==> src/rtl/mod7_pkg.sv <==
// mod7_pkg: shared types, constants and helpers for the mod-7 exponentiation sequencer.
package mod7_pkg;

    typedef logic [2:0] residue_t;

    typedef enum logic [1:0] {
        ST_IDLE   = 2'd0,
        ST_SQUARE = 2'd1,
        ST_MULT   = 2'd2,
        ST_DONE   = 2'd3
    } state_e;

    localparam residue_t RES_ONE = 3'd1;

    // 7 and 0 are the same residue; fold 7 onto 0 so results stay in 0..6.
    function automatic residue_t normalize(residue_t v);
        return (v == 3'd7) ? 3'd0 : v;
    endfunction

endpackage

==> src/rtl/mod7_mul.sv <==
// mod7_mul: combinational residue multiplier. Because 8 == 1 (mod 7), the
// high octal digit of the product is folded onto the low digit (end-around carry).
// The output may be 7, which stands for 0; the caller normalizes.
module mod7_mul
    import mod7_pkg::*;
(
    input  residue_t i_a,
    input  residue_t i_b,
    output residue_t o_p
);

    logic [5:0] w_prod;
    logic [3:0] w_fold1;
    logic [2:0] w_fold2;

    assign w_prod  = {3'b000, i_a} * {3'b000, i_b};
    // First fold: at most 6 + 1 = 7 and 7 + 7 = 14, so a carry may remain.
    assign w_fold1 = {1'b0, w_prod[5:3]} + {1'b0, w_prod[2:0]};
    // Second fold: when a carry exists the low digit is at most 6, so this fits in 3 bits.
    assign w_fold2 = {2'b00, w_fold1[3]} + w_fold1[2:0];
    assign o_p     = w_fold2;

endmodule

==> src/rtl/mod7_exp_ctrl.sv <==
// mod7_exp_ctrl: square-and-multiply sequencer computing base^exponent mod 7,
// scanning the exponent MSB-first with one shared mod-7 multiply per clock.
// Optional build macro: MOD7_EXP_ZERO_EXIT_EN -- finish early once the
// accumulator becomes 0 (the result cannot change after that).
//
// state     | meaning
// ----------+-----------------------------------------------------------
// ST_IDLE   | waiting for a request, in_ready high
// ST_SQUARE | acc <= acc*acc for the current exponent bit
// ST_MULT   | acc <= acc*base for a set exponent bit
// ST_DONE   | result presented, held until out_ready
module mod7_exp_ctrl
    import mod7_pkg::*;
#(
    parameter int EXP_W = 8
) (
    input  logic             clk,
    input  logic             rst,
    input  logic             in_valid,
    output logic             in_ready,
    input  logic [2:0]       base,
    input  logic [EXP_W-1:0] exponent,
    output logic             out_valid,
    input  logic             out_ready,
    output logic [2:0]       result,
    output logic             busy
);

    localparam int IDX_W = (EXP_W > 1) ? $clog2(EXP_W) : 1;
    localparam logic [IDX_W-1:0] IDX_MSB = IDX_W'(EXP_W - 1);

    state_e           r_state;
    residue_t         r_acc;
    residue_t         r_base_q;
    logic [EXP_W-1:0] r_exp_q;
    logic [IDX_W-1:0] r_idx;

    state_e           w_state_nxt;
    residue_t         w_acc_nxt;
    residue_t         w_base_nxt;
    logic [EXP_W-1:0] w_exp_nxt;
    logic [IDX_W-1:0] w_idx_nxt;

    residue_t         w_mul_a;
    residue_t         w_mul_b;
    residue_t         w_mul_p;
    residue_t         w_mul_n;
    logic             w_bit;
    logic             w_last;

    mod7_mul u_mul (
        .i_a (w_mul_a),
        .i_b (w_mul_b),
        .o_p (w_mul_p)
    );

    assign w_mul_n = normalize(w_mul_p);
    assign w_bit   = r_exp_q[r_idx];
    assign w_last  = (r_idx == '0);

    // Next-state, datapath updates and handshake outputs; multiplier operands are zero outside the compute states.
    always_comb begin
        w_state_nxt = r_state;
        w_acc_nxt   = r_acc;
        w_base_nxt  = r_base_q;
        w_exp_nxt   = r_exp_q;
        w_idx_nxt   = r_idx;
        w_mul_a     = '0;
        w_mul_b     = '0;
        in_ready    = 1'b0;
        out_valid   = 1'b0;
        result      = '0;
        busy        = 1'b1;

        case (r_state)
            ST_IDLE: begin
                busy     = 1'b0;
                in_ready = !rst;
                if (in_valid && !rst) begin
                    w_base_nxt  = normalize(base);
                    w_exp_nxt   = exponent;
                    w_acc_nxt   = RES_ONE;
                    w_idx_nxt   = IDX_MSB;
                    w_state_nxt = ST_SQUARE;
                end
            end

            ST_SQUARE: begin
                w_mul_a   = r_acc;
                w_mul_b   = r_acc;
                w_acc_nxt = w_mul_n;
                if (w_bit) begin
                    w_state_nxt = ST_MULT;
                end else if (w_last) begin
                    w_state_nxt = ST_DONE;
                end else begin
                    w_idx_nxt = r_idx - 1'b1;
                end
`ifdef MOD7_EXP_ZERO_EXIT_EN
                if (w_mul_n == '0) begin
                    w_state_nxt = ST_DONE;
                end
`endif
            end

            ST_MULT: begin
                w_mul_a   = r_acc;
                w_mul_b   = r_base_q;
                w_acc_nxt = w_mul_n;
                if (w_last) begin
                    w_state_nxt = ST_DONE;
                end else begin
                    w_idx_nxt   = r_idx - 1'b1;
                    w_state_nxt = ST_SQUARE;
                end
`ifdef MOD7_EXP_ZERO_EXIT_EN
                if (w_mul_n == '0) begin
                    w_state_nxt = ST_DONE;
                end
`endif
            end

            ST_DONE: begin
                out_valid = 1'b1;
                result    = r_acc;
                if (out_ready) begin
                    w_state_nxt = ST_IDLE;
                end
            end

            default: begin
                w_state_nxt = ST_IDLE;
            end
        endcase
    end

    // State and datapath registers with synchronous reset.
    always_ff @(posedge clk) begin
        if (rst) begin
            r_state  <= ST_IDLE;
            r_acc    <= '0;
            r_base_q <= '0;
            r_exp_q  <= '0;
            r_idx    <= '0;
        end else begin
            r_state  <= w_state_nxt;
            r_acc    <= w_acc_nxt;
            r_base_q <= w_base_nxt;
            r_exp_q  <= w_exp_nxt;
            r_idx    <= w_idx_nxt;
        end
    end

endmodule

==> config.mk <==
export PLATFORM = sky130hd
export DESIGN_NAME = mod7_exp_ctrl
export DESIGN_NICKNAME = d
export VERILOG_FILES = /design/src/rtl/mod7_pkg.sv /design/src/rtl/mod7_mul.sv /design/src/rtl/mod7_exp_ctrl.sv
export SDC_FILE = /design/constraint.sdc
export NUM_CORES = 1
export LEC_CHECK = 0
export ABC_CLOCK_PERIOD_IN_PS = 4100
export BUFFER_PORTS_ARGS = -buffer_cell sky130_fd_sc_hd__buf_2
export CAP_MARGIN = 30
export CORE_AREA = 2 2 56 58
export CTS_CLUSTER_DIAMETER = 50
export DETAILED_ROUTE_END_ITERATION = 10
export DIE_AREA = 0 0 58 60
export PLACE_DENSITY = 0.73
export REMOVE_ABC_BUFFERS = 1
export SLEW_MARGIN = 20
export SYNTH_ARGS = -nofsm -noshare
export SYNTH_HDL_FRONTEND = slang
export SYNTH_HIERARCHICAL = 1
export SYNTH_SLANG_ARGS = --single-unit
==> constraint.sdc <==
create_clock -name clk -period 4.1 [get_ports clk]
set_input_delay 0.205 -clock clk [delete_from_list [all_inputs] [get_ports clk]]
set_output_delay 0.205 -clock clk [all_outputs]
set_load 0.01 [all_outputs]
==> impl_metrics.yaml, run 1 <==
timing:
  tightest_slew_ns: 0.5380
  finalSetupViolCount: 0
  finalMaxSlewViolations: 0
  maxSlewHeadroom_pct: 64.13
  finalHoldViolCount: 0
  fmax_mhz: 251.2
  rsz0062_at_grt: "true"
  finalCritPeriodShare_pct: 97.10
  finalCriticalPeriod_ns: 3.981
  finClkSkew_ns: 0.01039
power_and_ir_drop:
  switching_share_pct: 42.94
  leakagePower_nw: 0.8579
  internal_power_mw: 0.5201
  ir_worst_vdd_uv: 395.9
  finalPower_mw: 0.9115
  comb_power_share_pct: 57.7
  powerDensity_mw_per_mm2: 496.6
  clock_power_share_pct: 11.0
  p_sw_mw: 0.3914
  pwr-share-seq_pct: 31.3
synth:
  ys_seq_area_share_pct: 26.69
  syn_avg_cell_area_sq_um: 8.190
  synth_top_area_share_pct: 26.69
  ys_types: 32
  synth_warnings: 6
  synthCells: 174
  yosys_register_bits: 19
  synth_area_sq_mm: 0.001425
  synth_area_leaders: "dfxtp_1 27%, ha_1 16%, nand2_1 9.2%, and2_1 5.7%, fa_1 4.2%"
  yosysTopAreaCell: "dfxtp_1"
grt:
  antenna_found_initial: 0
  grt_pass1_vias: 1252
  grt_remaining_overflow: 0
  grt_max_degree: 20
  grt_pass1_wl_um: 5257
  grt_util_all_layers_pct: 19.48
critical_path:
  start_kind: "flip-flop"
  cp.required_ns: 4.32
  arrival_ns: 4.20
  crit_family: "adder cells"
  worst-path-max-fanout: 7
  crit_buf_inv: 2
  cpMostUsedCell: "ha_4"
  r2r_slack_ns: 0.12
  critPathSlowestCell: "fa_1"
  end_kind: "flip-flop"
  crit_chain: "inv_6 -> ha_4 -> nor2b_4 -> nand2_2 -> fa_1 -> inv_2 -> ha_4 -> fa_2 -> xor2_2 -> ha_1 -> a21o_1 -> a21o_1 -> ha_2 -> ha_4 -> xnor2_4 -> xnor2_2 -> nand2_1 -> nand2_2 -> a311oi_2"
  slowest_delay_ns: 0.55
  crit_type: "flip-flop to flip-flop"
drt:
  drtAntennaViolNets: 0
  drc: 0
  first_iter_violations: 35
  firstDrtPassIters: 4
  routedWlPerCell_um: 14.21
  vias: 1334
  vias_per_cell: 5.605
  routed_wl_um: 3381
cts:
  cts_sinks: 19
  h-tree-depth: 1
  clock_path_buffers: 2
  path_clk_slew_ns: 0.12
  cts_root_buf: "clkbuf_4"
  clock_latency_ns: 0.31
  cts_tree: "built"
  cts_made_buffers: 3
floorplan:
  chipWidth_um: 58
  die_y_um: 60
  design.die.area_sq_mm: 0.003480
  core_area_sq_mm: 0.002903
  io_pins: 21
  rows: 20
  initial_core_util_pct: 49.09
layout:
  fill_cells: 239
  seqCellArea_sq_um: 387.9
  drive_above_1_share_pct: 32.68
  syn_to_final_growth_pct: 28.80
  layout_commonest_cell: "nand2_1"
  antenna-diode-count: 0
  nets: 242
  multiInputGateArea_sq_mm: 0.001136
  final_cell_mix: "32 x nand2_1, 20 x buf_2, 17 x dfxtp_1"
  layout.cells.non_filler: 238
placement:
  port-buffer-count: 20
  dp_cells: 228
  dpl.hpwl_um: 2308
  place_congestion: 0.8333
outcome:
  status: "completed"
job:
  drv_cap: 0
worst_hold_path:
  hold_path_class: "input port to flip-flop"
timing repair:
| item | 4_1_cts | 5_1_grt |
|---|---|---|
| hold buffers | 0 | 0 |
| pin swaps | 4 | 15 |
| setup endpoints to repair | 3 | 3 |
| buffers inserted | 1 | 5 |
| resized for setup | 16 | 24 |
per-layer routing:
layer / track usage [%] / wire (um) / vias up
li1: - / - / 659
met1: 22.91 / 1420 / 612
met2: 34.74 / 1683 / 48
met3: 2.814 / 157 / 15
met4: 9.302 / 120 / 0
met5: 0 / 0 / -
worst min-delay path, delay by kind of cell:
| kind | cells | cell delay (ns) |
|---|---|---|
| AOI/OAI and AO/OA | 1 | 0.05 |
| and+or+nand+nor | 1 | 0.03 |
| buffers and inverters | 1 | 0.07 |
power by group through the flow:
stage | Sequential (mW) | Combinational [mW] | Clock (mW)
2_1_floorplan | 0.270 | 0.287 | 0
3_3_place_gp | 0.273 | 0.394 | 0
3_5_place_dp | 0.275 | 0.412 | 0
4_1_cts | 0.277 | 0.462 | 0.102
5_1_grt | 0.290 | 0.584 | 0.108
6_report | 0.285 | 0.526 | 0.100
sequential cells by signal (all words and copies together) (netlist names):
name / flops
r_exp_q: 8
r_idx: 3
r_acc: 3
r_base_q: 3
r_state: 2
kinds of logic (layout without fill, tap and decap cells):
family | Yosys count | in the layout | share of synthesized area, %
AO/OA/AOI/OAI | 34 | 34 | 17.21
XOR/XNOR | 3 | 3 | 1.844
adder cells (fa/ha/maj) | 21 | 21 | 20.02
buffers and inverters | 15 | 46 | 4.478
flip-flops | 19 | 19 | 26.69
multiplexers | 4 | 4 | 3.160
AND/OR/NAND/NOR | 78 | 78 | 26.60
final cells by class:
cell class / instances / share of cell area, %
Sequential cell: 19 / 21.13
Clock inverter: 1 / 0.4090
Tap cell: 33 / 2.249
Inverter: 9 / 2.113
Multi-Input combinational cell: 140 / 61.90
Clock buffer: 3 / 1.227
Timing Repair Buffer: 33 / 10.97
cell usage after synthesis (all sizes together):
cell and count:
a311oi 2, nand2b 3, fa 3, a22o 1
inv 9, nand4 2, a221o 1, a22oi 4
xor2 1, and3 2, ha 18, a21oi 7
mux2i 3, clkbuf 5, mux2 1, a41oi 1
nor2 6, nand3 8, a21o 4, or3 1
a211o 1, buf 1, o2bb2ai 1, and2 13
nand2 35, xnor2 2, dfxtp 19, a41o 1
nor2b 7, o21ai 10, nor3 1, o311ai 1
through the flow:
step           utilization, %  area (sq um)  setup TNS (ns)  setup slack, ns  hold WS (ns)
6_report                63.23          1836               0           0.1191       0.07519
5_1_grt                 63.23          1836        -0.05977         -0.05977       0.08056
4_1_cts                 58.15          1688               0         0.005726       0.07351
3_5_place_dp            54.74          1589         -0.2768          -0.1413        0.4030
3_3_place_gp            54.74          1589       -0.007427        -0.007427        0.3977
2_1_floorplan               -          1395         -0.3533          -0.1533        0.2741
worst paths after layout:
kind / end / cells after the start / start
min: r_exp_q[6] / 3 / exponent[6]
min reg2reg: r_exp_q[7] / 2 / r_exp_q[7]
max: r_acc[0] / 19 / r_state[0]
max reg2reg: r_acc[0] / 19 / r_state[0]
Power figures use the tool's default switching activity.
==> inputs of run 2 (changes only) <==
Settings changed: CORE_AREA 2 2 56 58 to 3 3 57 59, DIE_AREA 0 0 58 60 to 0 0 60 62, SETUP_SLACK_MARGIN set to 0.5.
==> run 2 against run 1 <==
Net effect: flip-flop and latch count did not move; power rose by 1.1%; first-iteration DRC count rose by 43%; final cell count rose by 1.7%; final area rose by 3.2%; clock skew fell by 0.0046 ns; fmax fell by 0.54%; register-to-register slack got worse by 0.02 ns; non-clock buffer count rose by 6; worst setup slack got worse by 0.022 ns; combinational power rose by 2%; clock power barely moved; critical path type unchanged; critical endpoint unchanged.
==> impl_metrics.yaml, run 2 (synthesis gave the netlist of run 1 again) <==
worst_hold_path:
  hp-start: "exponent[6]"
  min_to: "r_exp_q[6]"
  whs_path_depth: 3
  hold_path_class: "input port to flip-flop"
floorplan:
  core_area_sq_mm: 0.002758
  design.die.area_sq_mm: 0.003720
  chipWidth_um: 60
  rows: 19
  io_pins: 21
  die_y_um: 62
  initial_core_util_pct: 51.68
timing:
  finalCriticalPeriod_ns: 4.003
  finalHoldViolCount: 0
  rsz0062_at_grt: "true"
  finalSetupViolCount: 0
  finalCritPeriodShare_pct: 97.63
  finalMaxSlewViolations: 0
  tightest_slew_ns: 0.5470
  fmax_mhz: 249.8
  maxSlewHeadroom_pct: 63.53
  finClkSkew_ns: 0.005805
cts:
  cts_sinks: 19
  cts_tree: "built"
  cts_made_buffers: 3
  clock_latency_ns: 0.31
  path_clk_slew_ns: 0.11
  h-tree-depth: 1
  clock_path_buffers: 2
  cts_root_buf: "clkbuf_4"
  hold_buffers: 0
job:
  drv_cap: 0
layout:
  drive_above_1_share_pct: 34.60
  largest_reg_flops: 8
  antenna-diode-count: 0
  fin_util_pct: 68.69
  syn_to_final_growth_pct: 32.92
  regMostFlops: "r_exp_q"
  layout_commonest_cell: "nand2_1"
  final_cell_mix: "33 x nand2_1, 20 x buf_2, 18 x buf_4"
  final_cell_area_sq_mm: 0.001894
  fill_cells: 226
  nets: 248
drt:
  routedWlPerCell_um: 15.32
  vias_per_cell: 5.533
  drtAntennaViolNets: 0
  first_iter_violations: 50
  firstDrtPassIters: 4
  routed_wl_um: 3708
  drc: 0
  vias: 1339
grt:
  grt_max_degree: 20
  grt_util_all_layers_pct: 21.27
  grt_remaining_overflow: 0
  antenna_found_initial: 0
  grt_pass1_vias: 1399
  grt_pass1_wl_um: 6023
power_and_ir_drop:
  ir_worst_vdd_uv: 325.9
  finalPower_mw: 0.9211
  internal_power_mw: 0.5336
  leakagePower_nw: 0.8900
  switching_share_pct: 42.07
  powerDensity_mw_per_mm2: 486.3
  comb_power_share_pct: 58.4
  p_sw_mw: 0.3875
  clock_power_share_pct: 10.8
  pwr-share-seq_pct: 30.8
critical_path:
  r2r-start: "r_state[1]"
  crit_start: "r_state[1]"
  worstRegToRegCells: 19
  end_kind: "flip-flop"
  cp.required_ns: 4.33
  worst-path-max-fanout: 8
  start_kind: "flip-flop"
  arrival_ns: 4.23
  r2r_slack_ns: 0.1
  r2r_end: "r_acc[0]"
  crit_type: "flip-flop to flip-flop"
placement:
  place_congestion: 0.7649
  port-buffer-count: 20
  placed_cell_area_sq_mm: 0.001602
  dpl.hpwl_um: 2591
outcome:
  status: "completed"
[run 2: worst max-delay path, stage by stage (launching register included)]
cell      delay [ns]
dfxtp_2         0.36
inv_2           0.07
ha_4            0.31
nor2b_4         0.17
nand2_2         0.07
fa_1            0.54
inv_1           0.05
ha_2            0.17
fa_2            0.35
xor2_2          0.17
ha_1            0.28
a21o_1          0.18
a21o_1          0.21
ha_4            0.18
ha_4            0.17
xnor2_4         0.13
xnor2_2         0.15
nand2_1         0.07
nand2_1         0.05
a311oi_1        0.23
[run 2: area by class of cell]
class | count | area, sq um | share of cell area (%)
multi-input combinational | 140 | 1157 | 61.10
sequential | 19 | 385.4 | 20.34
timing repair buffer | 39 | 246.5 | 13.01
inverter | 9 | 38.79 | 2.048
tap | 31 | 38.79 | 2.048
clock buffer | 3 | 22.52 | 1.189
clock inverter | 1 | 5.005 | 0.2642
[run 2: how the worst max path moves through the flow]
stage	to	slack, ns	cells after the start
6_report	r_acc[0]	0.1	19
5_1_grt	r_acc[0]	-0.03	19
4_1_cts	r_acc[0]	0.17	19
3_5_place_dp	r_acc[0]	-0.17	19
3_3_place_gp	r_acc[0]	0.03	19
2_1_floorplan	r_acc[0]	-0.15	19
[run 2: per-layer routing]
metal | global-route usage [%] | vias up | part of all wire [%]
met2 | 39.35 | 31 | 54
met1 | 24.53 | 629 | 40
met5 | 0 | - | 0
li1 | - | 670 | -
met3 | 2.273 | 9 | 3.0
met4 | 9.810 | 0 | 2.8
[run 2: repair_timing]
| action | CTS | global route |
|---|---|---|
| pin swaps | 21 | 18 |
| gates cloned | 0 | 0 |
| gates resized for setup | 32 | 7 |
| setup endpoints to repair | 3 | 3 |
| setup buffers | 6 | 4 |
[run 2: stage by stage]
stage / hold WS (ns) / worst slack, ns / cells / setup TNS (ns)
floorplan: 0.2741 / -0.1533 / 168 / -0.3533
finish: 0.07348 / 0.09731 / 242 / 0
global placement: 0.3970 / 0.03427 / 228 / 0
CTS: 0.07764 / 0.1727 / 238 / 0
global route: 0.08560 / -0.02617 / 242 / -0.02617
detailed placement: 0.4038 / -0.1715 / 228 / -0.4904
[run 2: power groups by stage]
stage	Combinational [mW]	Clock [mW]	Sequential, mW
after floorplan	0.287	0	0.270
after CTS	0.499	0.101	0.280
after global routing	0.587	0.110	0.290
after global placement	0.402	0	0.275
after detailed placement	0.424	0	0.279
final	0.538	0.0993	0.284
